File: config.mk
export PLATFORM = sky130hd
export DESIGN_NAME = gpio_ctrl_flat
export DESIGN_NICKNAME = d
export VERILOG_FILES = /design/src/rtl/gpio_ctrl_if.sv /design/src/rtl/gpio_ctrl.sv /design/src/flat_wrapper.sv
export SDC_FILE = /design/constraint.sdc
export NUM_CORES = 1
export LEC_CHECK = 0
export ABC_AREA = 1
export CAP_MARGIN = 20
export CORE_MARGIN = 2
export CORE_UTILIZATION = 45
export CTS_BUF_LIST = sky130_fd_sc_hd__clkbuf_4 sky130_fd_sc_hd__clkbuf_8 sky130_fd_sc_hd__clkbuf_16
export CTS_CLUSTER_DIAMETER = 120
export DETAILED_ROUTE_END_ITERATION = 12
export DONT_BUFFER_PORTS = 1
export SYNTH_ARGS = -nofsm -noshare
export SYNTH_HDL_FRONTEND = slang
export SYNTH_SLANG_ARGS = --single-unit
File: constraint.sdc
create_clock -name clk -period 1.2 [get_ports clk]
set_input_delay 0.12 -clock clk [delete_from_list [all_inputs] [get_ports clk]]
set_output_delay 0.12 -clock clk [all_outputs]
set_load 0.02 [all_outputs]
File: src/rtl/gpio_ctrl_if.sv
// ---------------------------------------------------------------------------
// gpio_ctrl_if : request/response bus between the core and the GPIO block.
//   req_valid/req_ready : request handshake (master -> slave)
//   req_we, req_addr, req_wdata : write enable, word address, write data
//   rsp_valid/rsp_ready : response handshake (slave -> master)
//   rsp_rdata : read data, zero for write acknowledges
// ---------------------------------------------------------------------------
interface gpio_ctrl_if;
    logic        req_valid;
    logic        req_ready;
    logic        req_we;
    logic [3:0]  req_addr;
    logic [31:0] req_wdata;
    logic        rsp_valid;
    logic        rsp_ready;
    logic [31:0] rsp_rdata;

    modport master (
        output req_valid, req_we, req_addr, req_wdata, rsp_ready,
        input  req_ready, rsp_valid, rsp_rdata
    );

    modport slave (
        input  req_valid, req_we, req_addr, req_wdata, rsp_ready,
        output req_ready, rsp_valid, rsp_rdata
    );
endinterface

File: src/rtl/gpio_ctrl.sv
// ---------------------------------------------------------------------------
// gpio_ctrl : memory-mapped GPIO controller.
//   clk, rst_n : system clock, asynchronous active-low reset
//   bus        : gpio_ctrl_if.slave request/response port
//   gpio_in    : raw asynchronous pin levels
//   gpio_out   : pin drive values (DATA_OUT register)
//   gpio_oe    : pin output enables, 1 = drive (DIR register)
//   irq        : registered OR of pending, enabled edge events
// Register map (word address): 0 DATA_OUT, 1 DIR, 2 DATA_IN, 3 SET, 4 CLR,
// 5 TGL, 6 IRQ_RISE, 7 IRQ_FALL, 8 IRQ_STATUS (write-1-to-clear).
// ---------------------------------------------------------------------------
module gpio_ctrl #(
    parameter int          WIDTH     = 8,
    parameter logic [31:0] OUT_RESET = 32'h0000_0000
) (
    input  logic              clk,
    input  logic              rst_n,
    gpio_ctrl_if.slave        bus,
    input  logic [WIDTH-1:0]  gpio_in,
    output logic [WIDTH-1:0]  gpio_out,
    output logic [WIDTH-1:0]  gpio_oe,
    output logic              irq
);

    typedef enum logic [0:0] {
        ST_IDLE = 1'b0,
        ST_RESP = 1'b1
    } state_t;

    localparam logic [WIDTH-1:0] OUT_RST = OUT_RESET[WIDTH-1:0];

    state_t           state_q, state_d;
    logic [WIDTH-1:0] out_q,  out_d;
    logic [WIDTH-1:0] dir_q,  dir_d;
    logic [WIDTH-1:0] rise_q, rise_d;
    logic [WIDTH-1:0] fall_q, fall_d;
    logic [WIDTH-1:0] stat_q, stat_d;
    logic [WIDTH-1:0] sync1_q, sync2_q, prev_q;
    logic [31:0]      rdata_q, rdata_d;
    logic             irq_q,   irq_d;

    logic             accept_s;
    logic [WIDTH-1:0] wdata_s;
    logic [WIDTH-1:0] w1c_s;
    logic [WIDTH-1:0] rise_s;
    logic [WIDTH-1:0] fall_s;
    logic [31:0]      rd_s;
    logic             unused_wdata_s;

    // Zero-extend a pin-wide value to the 32-bit bus.
    function automatic logic [31:0] zext(input logic [WIDTH-1:0] v);
        logic [31:0] r;
        r = 32'h0;
        r[WIDTH-1:0] = v;
        return r;
    endfunction

    assign accept_s       = (state_q == ST_IDLE) && bus.req_valid;
    assign wdata_s        = bus.req_wdata[WIDTH-1:0];
    assign unused_wdata_s = ^bus.req_wdata;

    // Edges are judged on synchronised levels only; DIR plays no part so driven pins loop back.
    assign rise_s = sync2_q & ~prev_q & rise_q;
    assign fall_s = ~sync2_q & prev_q & fall_q;

    assign bus.req_ready = (state_q == ST_IDLE);
    assign bus.rsp_valid = (state_q == ST_RESP);
    assign bus.rsp_rdata = rdata_q;
    assign gpio_out      = out_q;
    assign gpio_oe       = dir_q;
    assign irq           = irq_q;

    // Handshake FSM next-state.
    always_comb begin
        state_d = state_q;
        case (state_q)
            ST_IDLE: begin
                if (bus.req_valid) state_d = ST_RESP;
                else               state_d = ST_IDLE;
            end
            ST_RESP: begin
                if (bus.rsp_ready) state_d = ST_IDLE;
                else               state_d = ST_RESP;
            end
            default: state_d = ST_IDLE;
        endcase
    end

    // Read mux over pre-update register state.
    always_comb begin
        rd_s = 32'h0;
        case (bus.req_addr)
            4'd0:    rd_s = zext(out_q);
            4'd1:    rd_s = zext(dir_q);
            4'd2:    rd_s = zext(sync2_q);
            4'd6:    rd_s = zext(rise_q);
            4'd7:    rd_s = zext(fall_q);
            4'd8:    rd_s = zext(stat_q);
            default: rd_s = 32'h0;
        endcase
    end

    // Register write decode, response capture, status and irq next-state.
    always_comb begin
        out_d   = out_q;
        dir_d   = dir_q;
        rise_d  = rise_q;
        fall_d  = fall_q;
        w1c_s   = {WIDTH{1'b0}};
        rdata_d = rdata_q;
        if (accept_s) begin
            if (bus.req_we) rdata_d = 32'h0;
            else            rdata_d = rd_s;
        end else begin
            rdata_d = rdata_q;
        end
        if (accept_s && bus.req_we) begin
            case (bus.req_addr)
                4'd0:    out_d  = wdata_s;
                4'd1:    dir_d  = wdata_s;
                4'd3:    out_d  = out_q | wdata_s;
                4'd4:    out_d  = out_q & ~wdata_s;
                4'd5:    out_d  = out_q ^ wdata_s;
                4'd6:    rise_d = wdata_s;
                4'd7:    fall_d = wdata_s;
                4'd8:    w1c_s  = wdata_s;
                default: out_d  = out_q;
            endcase
        end else begin
            out_d = out_q;
        end
        // New edges are OR-ed in after the clear, so a coinciding edge keeps its bit set.
        stat_d = (stat_q & ~w1c_s) | rise_s | fall_s;
        irq_d  = |(stat_q & (rise_q | fall_q));
    end

    // State, register file, synchroniser and irq flops.
    always_ff @(posedge clk or negedge rst_n) begin
        if (!rst_n) begin
            state_q <= ST_IDLE;
            out_q   <= OUT_RST;
            dir_q   <= {WIDTH{1'b0}};
            rise_q  <= {WIDTH{1'b0}};
            fall_q  <= {WIDTH{1'b0}};
            stat_q  <= {WIDTH{1'b0}};
            sync1_q <= {WIDTH{1'b0}};
            sync2_q <= {WIDTH{1'b0}};
            prev_q  <= {WIDTH{1'b0}};
            rdata_q <= 32'h0;
            irq_q   <= 1'b0;
        end else begin
            state_q <= state_d;
            out_q   <= out_d;
            dir_q   <= dir_d;
            rise_q  <= rise_d;
            fall_q  <= fall_d;
            stat_q  <= stat_d;
            sync1_q <= gpio_in;
            sync2_q <= sync1_q;
            prev_q  <= sync2_q;
            rdata_q <= rdata_d;
            irq_q   <= irq_d;
        end
    end

endmodule

File: src/flat_wrapper.sv
// flat-port wrapper written by rule: the top's interface ports become plain ports
module gpio_ctrl_flat 
#(
    parameter int          WIDTH     = 8,
    parameter logic [31:0] OUT_RESET = 32'h0000_0000
)
  (clk, rst_n, gpio_in, gpio_out, gpio_oe, irq, bus_req_valid, bus_req_we, bus_req_addr, bus_req_wdata, bus_rsp_ready, bus_req_ready, bus_rsp_valid, bus_rsp_rdata);
  gpio_ctrl_if bus_i ();
  input  logic clk;
  input  logic rst_n;
  input  logic [WIDTH-1:0] gpio_in;
  output logic [WIDTH-1:0] gpio_out;
  output logic [WIDTH-1:0] gpio_oe;
  output logic irq;
  input wire logic [$bits(bus_i.req_valid)-1:0] bus_req_valid;
  input wire logic [$bits(bus_i.req_we)-1:0] bus_req_we;
  input wire logic [$bits(bus_i.req_addr)-1:0] bus_req_addr;
  input wire logic [$bits(bus_i.req_wdata)-1:0] bus_req_wdata;
  input wire logic [$bits(bus_i.rsp_ready)-1:0] bus_rsp_ready;
  output wire logic [$bits(bus_i.req_ready)-1:0] bus_req_ready;
  output wire logic [$bits(bus_i.rsp_valid)-1:0] bus_rsp_valid;
  output wire logic [$bits(bus_i.rsp_rdata)-1:0] bus_rsp_rdata;
  assign bus_i.req_valid = bus_req_valid;
  assign bus_i.req_we = bus_req_we;
  assign bus_i.req_addr = bus_req_addr;
  assign bus_i.req_wdata = bus_req_wdata;
  assign bus_i.rsp_ready = bus_rsp_ready;
  assign bus_req_ready = bus_i.req_ready;
  assign bus_rsp_valid = bus_i.rsp_valid;
  assign bus_rsp_rdata = bus_i.rsp_rdata;
  gpio_ctrl #(.WIDTH(WIDTH), .OUT_RESET(OUT_RESET)) u_core (.clk(clk), .rst_n(rst_n), .bus(bus_i), .gpio_in(gpio_in), .gpio_out(gpio_out), .gpio_oe(gpio_oe), .irq(irq));
endmodule
==> out/metrics.cfg, run 1 <==
[outcome]
outcome=finished with violations
violations=hold timing, setup timing

[detailed_routing]
drc_errors=0
routedWlPerCell_um=14.8
ant_nets=0
via_per_inst=5.02
num_vias=3267
routed_wl_mm=9.61
drt_first_iter_violations=170
first_pass_iters=5

[pwr]
clock_power_share_pct=32.3
switching_power_mw=2.20
power_density_nw_per_um2=1480
p_leak_nw=2.37
combPwrFrac_pct=22.7
peakVddDrop_mv=0.953
p_sw_share_pct=31.8
pwr-share-seq_pct=45.0
power.internal_mw=4.73

[hold_path]
hold_class=in2async

[die]
chipHeight_um=96.8
initial_core_util_pct=46.7
ioPinCount=100
fp-row-count=33
die_w_um=96.8
core_area_sq_um=8300
die_area_sq_um=9370

[final_layout]
final_util_pct=56.4
layout-drive-gt1-share_pct=17.9
antenna_cells=0
fin_area_sq_um=4680
nets=606
fill_cells=796
syn_to_final_growth_pct=20.7

[synthesis]
synth_top_area_cell=dfrtp_1
yosys_warnings=0
yosysSeqAreaShare_pct=47.8
yosysTopAreaCellShare_pct=47.8
syn_inst=481
synthesis.area_sq_um=3870
ys_ff_latch=74
synth_area_per_cell_sq_um=8.06
synth_area_leaders=dfrtp_1 48%, nand2_1 13%, nand3_1 9.2%, ha_1 5.2%, buf_4 4.8%
synthDistinctLibCells=21

[timing]
hold_viol=74
fin_crit_sh_pct=107
tns_ns=-1.48
period_minus_slack_ns=1.28
max_freq_mhz=779
hold_slack_ns=-0.542
slew_viol_final=0
rsz0062_at_grt=true
fin_ws_ns=-0.0843
setup_viol=27
finalClockSkew_ns=0.0104

[grt]
grt_overflow=0
grt_start_max_net_pins=75
grtUsageTotal_pct=21.6
grt_pass1_vias=3168
grt_pass1_wl_mm=16.3
antenna_found_initial=0

[worst_setup_path]
crit_type=reg2reg
path_buf_inv=3
cp_top_family=flip-flops
max_stage_delay_ns=0.43
slowest_stage=dfrtp_2
required_ns=1.43
crit_chain=inv_4 -> nand2_4 -> nor2_4 -> buf_4 -> buf_6 -> nand3_4 -> nand2_1 -> o21ai_1
cp-end-kind=flip-flop
critPathMaxFanout=8
worstSetupStartpointType=flip-flop
cp.arrival_ns=1.51

[place]
gp_congestion=0.879
port_buffers=0
dp_slack_ns=-0.115
placed_area_sq_um=4280
dp_hpwl_mm=6.59

[clock_tree]
h-tree-depth=3
hold_buffers=11
cts_buffers=9
clkLatencyLatePin_ns=0.35
cts_tree=yes
cts_sinks=74
clk_pin_slew_ns=0.08
clockRootBuffer=clkbuf_8
cts_buffer_depth=2

[flow_run]
max_cap_viol_count=0

[final timing paths]
kind / from / end / slack, ns / cells past startpoint
max: u_core.bus.rsp_valid$_DFF_PN0_ / u_core.rise_q[3]$_DFFE_PN0P_ / -0.08 / 8
min: rst_n / u_core.gpio_out[0]$_DFFE_PN0P_ / -0.54 / 0
max reg2reg: u_core.bus.rsp_valid$_DFF_PN0_ / u_core.rise_q[3]$_DFFE_PN0P_ / -0.08 / 8
min reg2reg: u_core.sync1_q[2]$_DFF_PN0_ / u_core.sync2_q[2]$_DFF_PN0_ / 0.35 / 0
max in group asynchronous: rst_n / u_core.gpio_out[3]$_DFFE_PN0P_ / 1.61 / 0
min in group clk: bus_req_wdata[2] / u_core.gpio_out[2]$_DFFE_PN0P_ / 0.01 / 4
[area by class of cell]
cell class	count	area (sq um)	area share, %
Clock buffer	11	145	3.10
Inverter	47	179	3.82
Multi-Input combinational cell	346	1750	37.3
Timing Repair Buffer	63	537	11.5
Clock inverter	5	85.1	1.82
Tap cell	105	131	2.81
Sequential cell	74	1850	39.6
[Yosys cell counts (all sizes together)]
cell    number
conb         1
nand2      134
ha          16
buf         34
nand3       75
clkbuf       4
dfrtp       74
nand4       10
and2         1
nor2        41
o21ai       43
inv         47
or2          1
[power by group through the flow]
stage,registers [mW],logic [mW],clock network (mW)
after detailed placement,3.16,1.51,0
after global placement,3.15,1.47,0
final,3.12,1.57,2.24
after CTS,3.11,1.56,2.29
after floorplan,3.31,0.776,0
after global routing,3.16,1.76,2.40
[per-layer routing]
layer	vias up	track usage (%)	part of all wire [%]
li1	1622	-	-
met1	1538	29.7	46
met2	97	33.5	47
met3	10	5.78	6.0
met4	0	6.61	1.0
met5	-	0	0
[registers in the layout (all words and copies together), names as in the netlist]
name,flops
u_core.stat_q,8
u_core.prev_q,8
u_core.rise_q,8
u_core.bus.rsp_valid,1
u_core.fall_q,8
u_core.bus.rsp_rdata,8
u_core.sync2_q,8
u_core.sync1_q,8
u_core.gpio_oe,8
u_core.gpio_out,8
u_core.irq,1
[placed cells by master (no fill, tap or decap), types with 2 or more instances in the layout]
cell type        n
nor2_1          32
nand2_2          3
o21ai_2          5
clkbuf_8        10
bufinv_16        2
buf_4           47
inv_1           44
nand3_2          3
nand3_1         71
o21ai_0         20
nand3_4          2
buf_6            3
nand4_1         10
nand2_1        129
dfrtp_2          2
nor2_2           4
o21ai_1         18
dfrtp_1         72
ha_1            16
nor2_4           5
dlygate4sd3_1   11
buf_12           2
inv_2            2
nand2_4          2
conb_1          24
[cells by family (layout without fill, tap and decap cells)]
family	after synthesis	after routing	synth area share (%)
adders and majority gates	16	16	5.17
buffers and inverters	85	126	11.3
DFF	74	74	47.8
AOI/OAI and AO/OA	43	43	5.55
and+or+nand+nor	262	263	30.1
other	1	24	0.0968
[what timing repair did]
item,CTS,global route
setup buffers,0,0
cloned,1,0
pin swaps,4,2
resized for setup,14,11
endpoints found under the hold margin,92,74
setup endpoints to repair,41,41
[metrics by stage]
step           instances  total power, mW  hold WS, ns
2_1_floorplan        504             4.09       -0.176
6_report             651             6.93       -0.542
4_1_cts              651             6.96       -0.558
3_5_place_dp         623             4.66       -0.173
5_1_grt              651             7.33       -0.567
3_3_place_gp         623             4.61       -0.172
[worst reg2reg max path: cells and delay by family (launching register included)]
| family | cells | cell delay (ns) |
|---|---|---|
| buffers and inverters | 3 | 0.31 |
| flip-flops | 1 | 0.43 |
| AO/OA/AOI/OAI | 1 | 0.06 |
| AND/OR/NAND/NOR | 4 | 0.37 |
Note: power is estimated with default switching activity, not from simulation.
==> run 2, diff against run 1 <==
==> constraint.sdc (replaced) <==
create_clock -name clk -period 1.5 [get_ports clk]
set_input_delay 0.15 -clock clk [delete_from_list [all_inputs] [get_ports clk]]
set_output_delay 0.15 -clock clk [all_outputs]
set_load 0.02 [all_outputs]
==> run 2 against run 1 <==
Against the previous run:
- the run ends with hold timing left
- critical path depth is 1 lower
- die area stayed put
- total power is 24% lower
- sequential share of layout area is 2.8 points higher
- via count is 2.1% lower
- utilization is 3.8 points lower
- highest routed layer unchanged
- count of clock-buffer cells in the layout is 1 lower
- first-iteration DRC count is 9.4% lower
- non-clock buffer count is 27 lower
- hold slack better by 0.024 ns
- clock skew is 0.0045 ns lower
- worst setup slack better by 0.22 ns
==> out/metrics.cfg, run 2 (synthesis results as in run 1) <==
[clock_tree]
clkLatencyLatePin_ns=0.35
hold_buffers=9
cts_buffer_depth=2
cts_sinks=74
clockRootBuffer=clkbuf_8
h-tree-depth=3
cts_tree=yes
clk_pin_slew_ns=0.08
cts_buffers=9

[worst_setup_path]
crit_type=reg2reg
slowest_stage=dfrtp_1
critPathMaxFanout=5
cp.arrival_ns=1.60
cp_top_family=simple AND/OR/NAND/NOR gates
max_stage_delay_ns=0.40
crit_chain=inv_2 -> nand2_1 -> nor2_4 -> nand3_1 -> buf_4 -> o21ai_0 -> nand3_1
worstSetupStartpointType=flip-flop
path_buf_inv=2
required_ns=1.73
cp-end-kind=flip-flop
crit_top_cell=nand3_1

[timing]
fin_ws_ns=0.132
fin_crit_sh_pct=91.2
hold_slack_ns=-0.518
hold_viol=74
period_minus_slack_ns=1.37
max_freq_mhz=731
rsz0062_at_grt=true
finalClockSkew_ns=0.00591
slew_viol_final=0
setup_viol=0

[die]
initial_core_util_pct=46.7
fp-row-count=33
die_area_sq_um=9370
chipHeight_um=96.8
core_area_sq_um=8300
die_w_um=96.8
ioPinCount=100

[detailed_routing]
met1Wirelength_mm=4.15
drt_first_iter_violations=154
first_pass_iters=5
routedWlPerCell_um=15.0
dr_wl_met3_um=671
top_layer=met4
routed_wl_mm=9.32
via_per_inst=5.13
ant_nets=0
drc_errors=0
num_vias=3198
wl_met2_mm=4.28

[grt]
antenna_found_initial=0
grt_start_max_net_pins=75
grt_pass1_wl_mm=15.7
grt_overflow=0
grtUsageTotal_pct=21.1
grt_pass1_vias=3068

[final_layout]
final_util_pct=52.6
layout-drive-gt1-share_pct=11.8
syn_to_final_growth_pct=12.6
final_cell_mix=131 x nand2_1, 74 x dfrtp_1, 71 x nand3_1, 44 x inv_1, 34 x nor2_1
nets=578
mostFrequentLayoutCell=nand2_1
antenna_cells=0

[place]
dp_slack_ns=0.0742
dp_hpwl_mm=6.71
gp_congestion=0.855
port_buffers=0

[outcome]
violations=hold timing
outcome=finished with violations

[pwr]
power_density_nw_per_um2=1210
p_leak_nw=2.20
peakVddDrop_mv=0.836

[flow_run]
max_cap_viol_count=0

[hold_path]
hold_class=in2async

==> run 2: cell types whose count changed in the layout (fill, tap and decap cells not counted), sizes merged <==
cell and change:
buf -25, dlygate4sd3 -2, clkbuf -1, nand3 -1
clkinv +1
==> run 2: power breakdown <==
part           leakage [nW]  total [mW]  internal (mW)  switching, mW
logic                  1.18       0.931          0.357          0.573
clock network         0.110        1.73          0.961          0.774
registers             0.905        2.61           2.25          0.358
total                  2.20        5.28           3.57           1.71
==> run 2: final timing paths <==
check	from	end	slack (ns)	cells past startpoint
worst min-delay path	rst_n	u_core.bus.rsp_rdata[7]$_DFFE_PN0N_	-0.52	0
min in group clk	bus_req_wdata[3]	u_core.gpio_out[3]$_DFFE_PN0P_	0.04	4
worst max register to register	u_core.bus.rsp_valid$_DFF_PN0_	u_core.stat_q[1]$_DFF_PN0_	0.13	7
max in group asynchronous	rst_n	u_core.rise_q[7]$_DFFE_PN0P_	1.89	0
worst max-delay path	u_core.bus.rsp_valid$_DFF_PN0_	u_core.stat_q[1]$_DFF_PN0_	0.13	7
worst min register to register	u_core.sync1_q[7]$_DFF_PN0_	u_core.sync2_q[7]$_DFF_PN0_	0.35	0
==> run 2: area by class of cell <==
type	count	area, sq um
Fill cell	778	3940
Timing Repair Buffer	36	293
Sequential cell	74	1850
Tap cell	105	131
Clock inverter	6	90.1
Inverter	47	176
Clock buffer	10	131
Multi-Input combinational cell	345	1690
==> run 2: what timing repair did <==
action                     CTS  global route
buffers inserted             0             0
gates resized for setup      0             3
setup endpoints to repair    0            17
hold endpoints to repair    83            74
==> run 2: metrics by stage <==
step / instances / instance area [sq um] / hold slack, ns / setup TNS [ns] / power [mW]
4_1_cts: 623 / 4350 / -0.536 / 0 / 5.32
6_report: 623 / 4360 / -0.518 / 0 / 5.28
2_1_floorplan: 504 / 3970 / -0.146 / 0 / 3.26
3_5_place_dp: 598 / 4040 / -0.143 / 0 / 3.56
5_1_grt: 623 / 4360 / -0.541 / -0.00672 / 5.59
3_3_place_gp: 598 / 4040 / -0.143 / 0 / 3.51
==> run 2: per-layer routing <==
metal	track usage [%]	up-vias
met1	28.7	1496
met5	0	-
met2	31.8	127
met3	4.91	16
met4	10.6	0
li1	-	1559
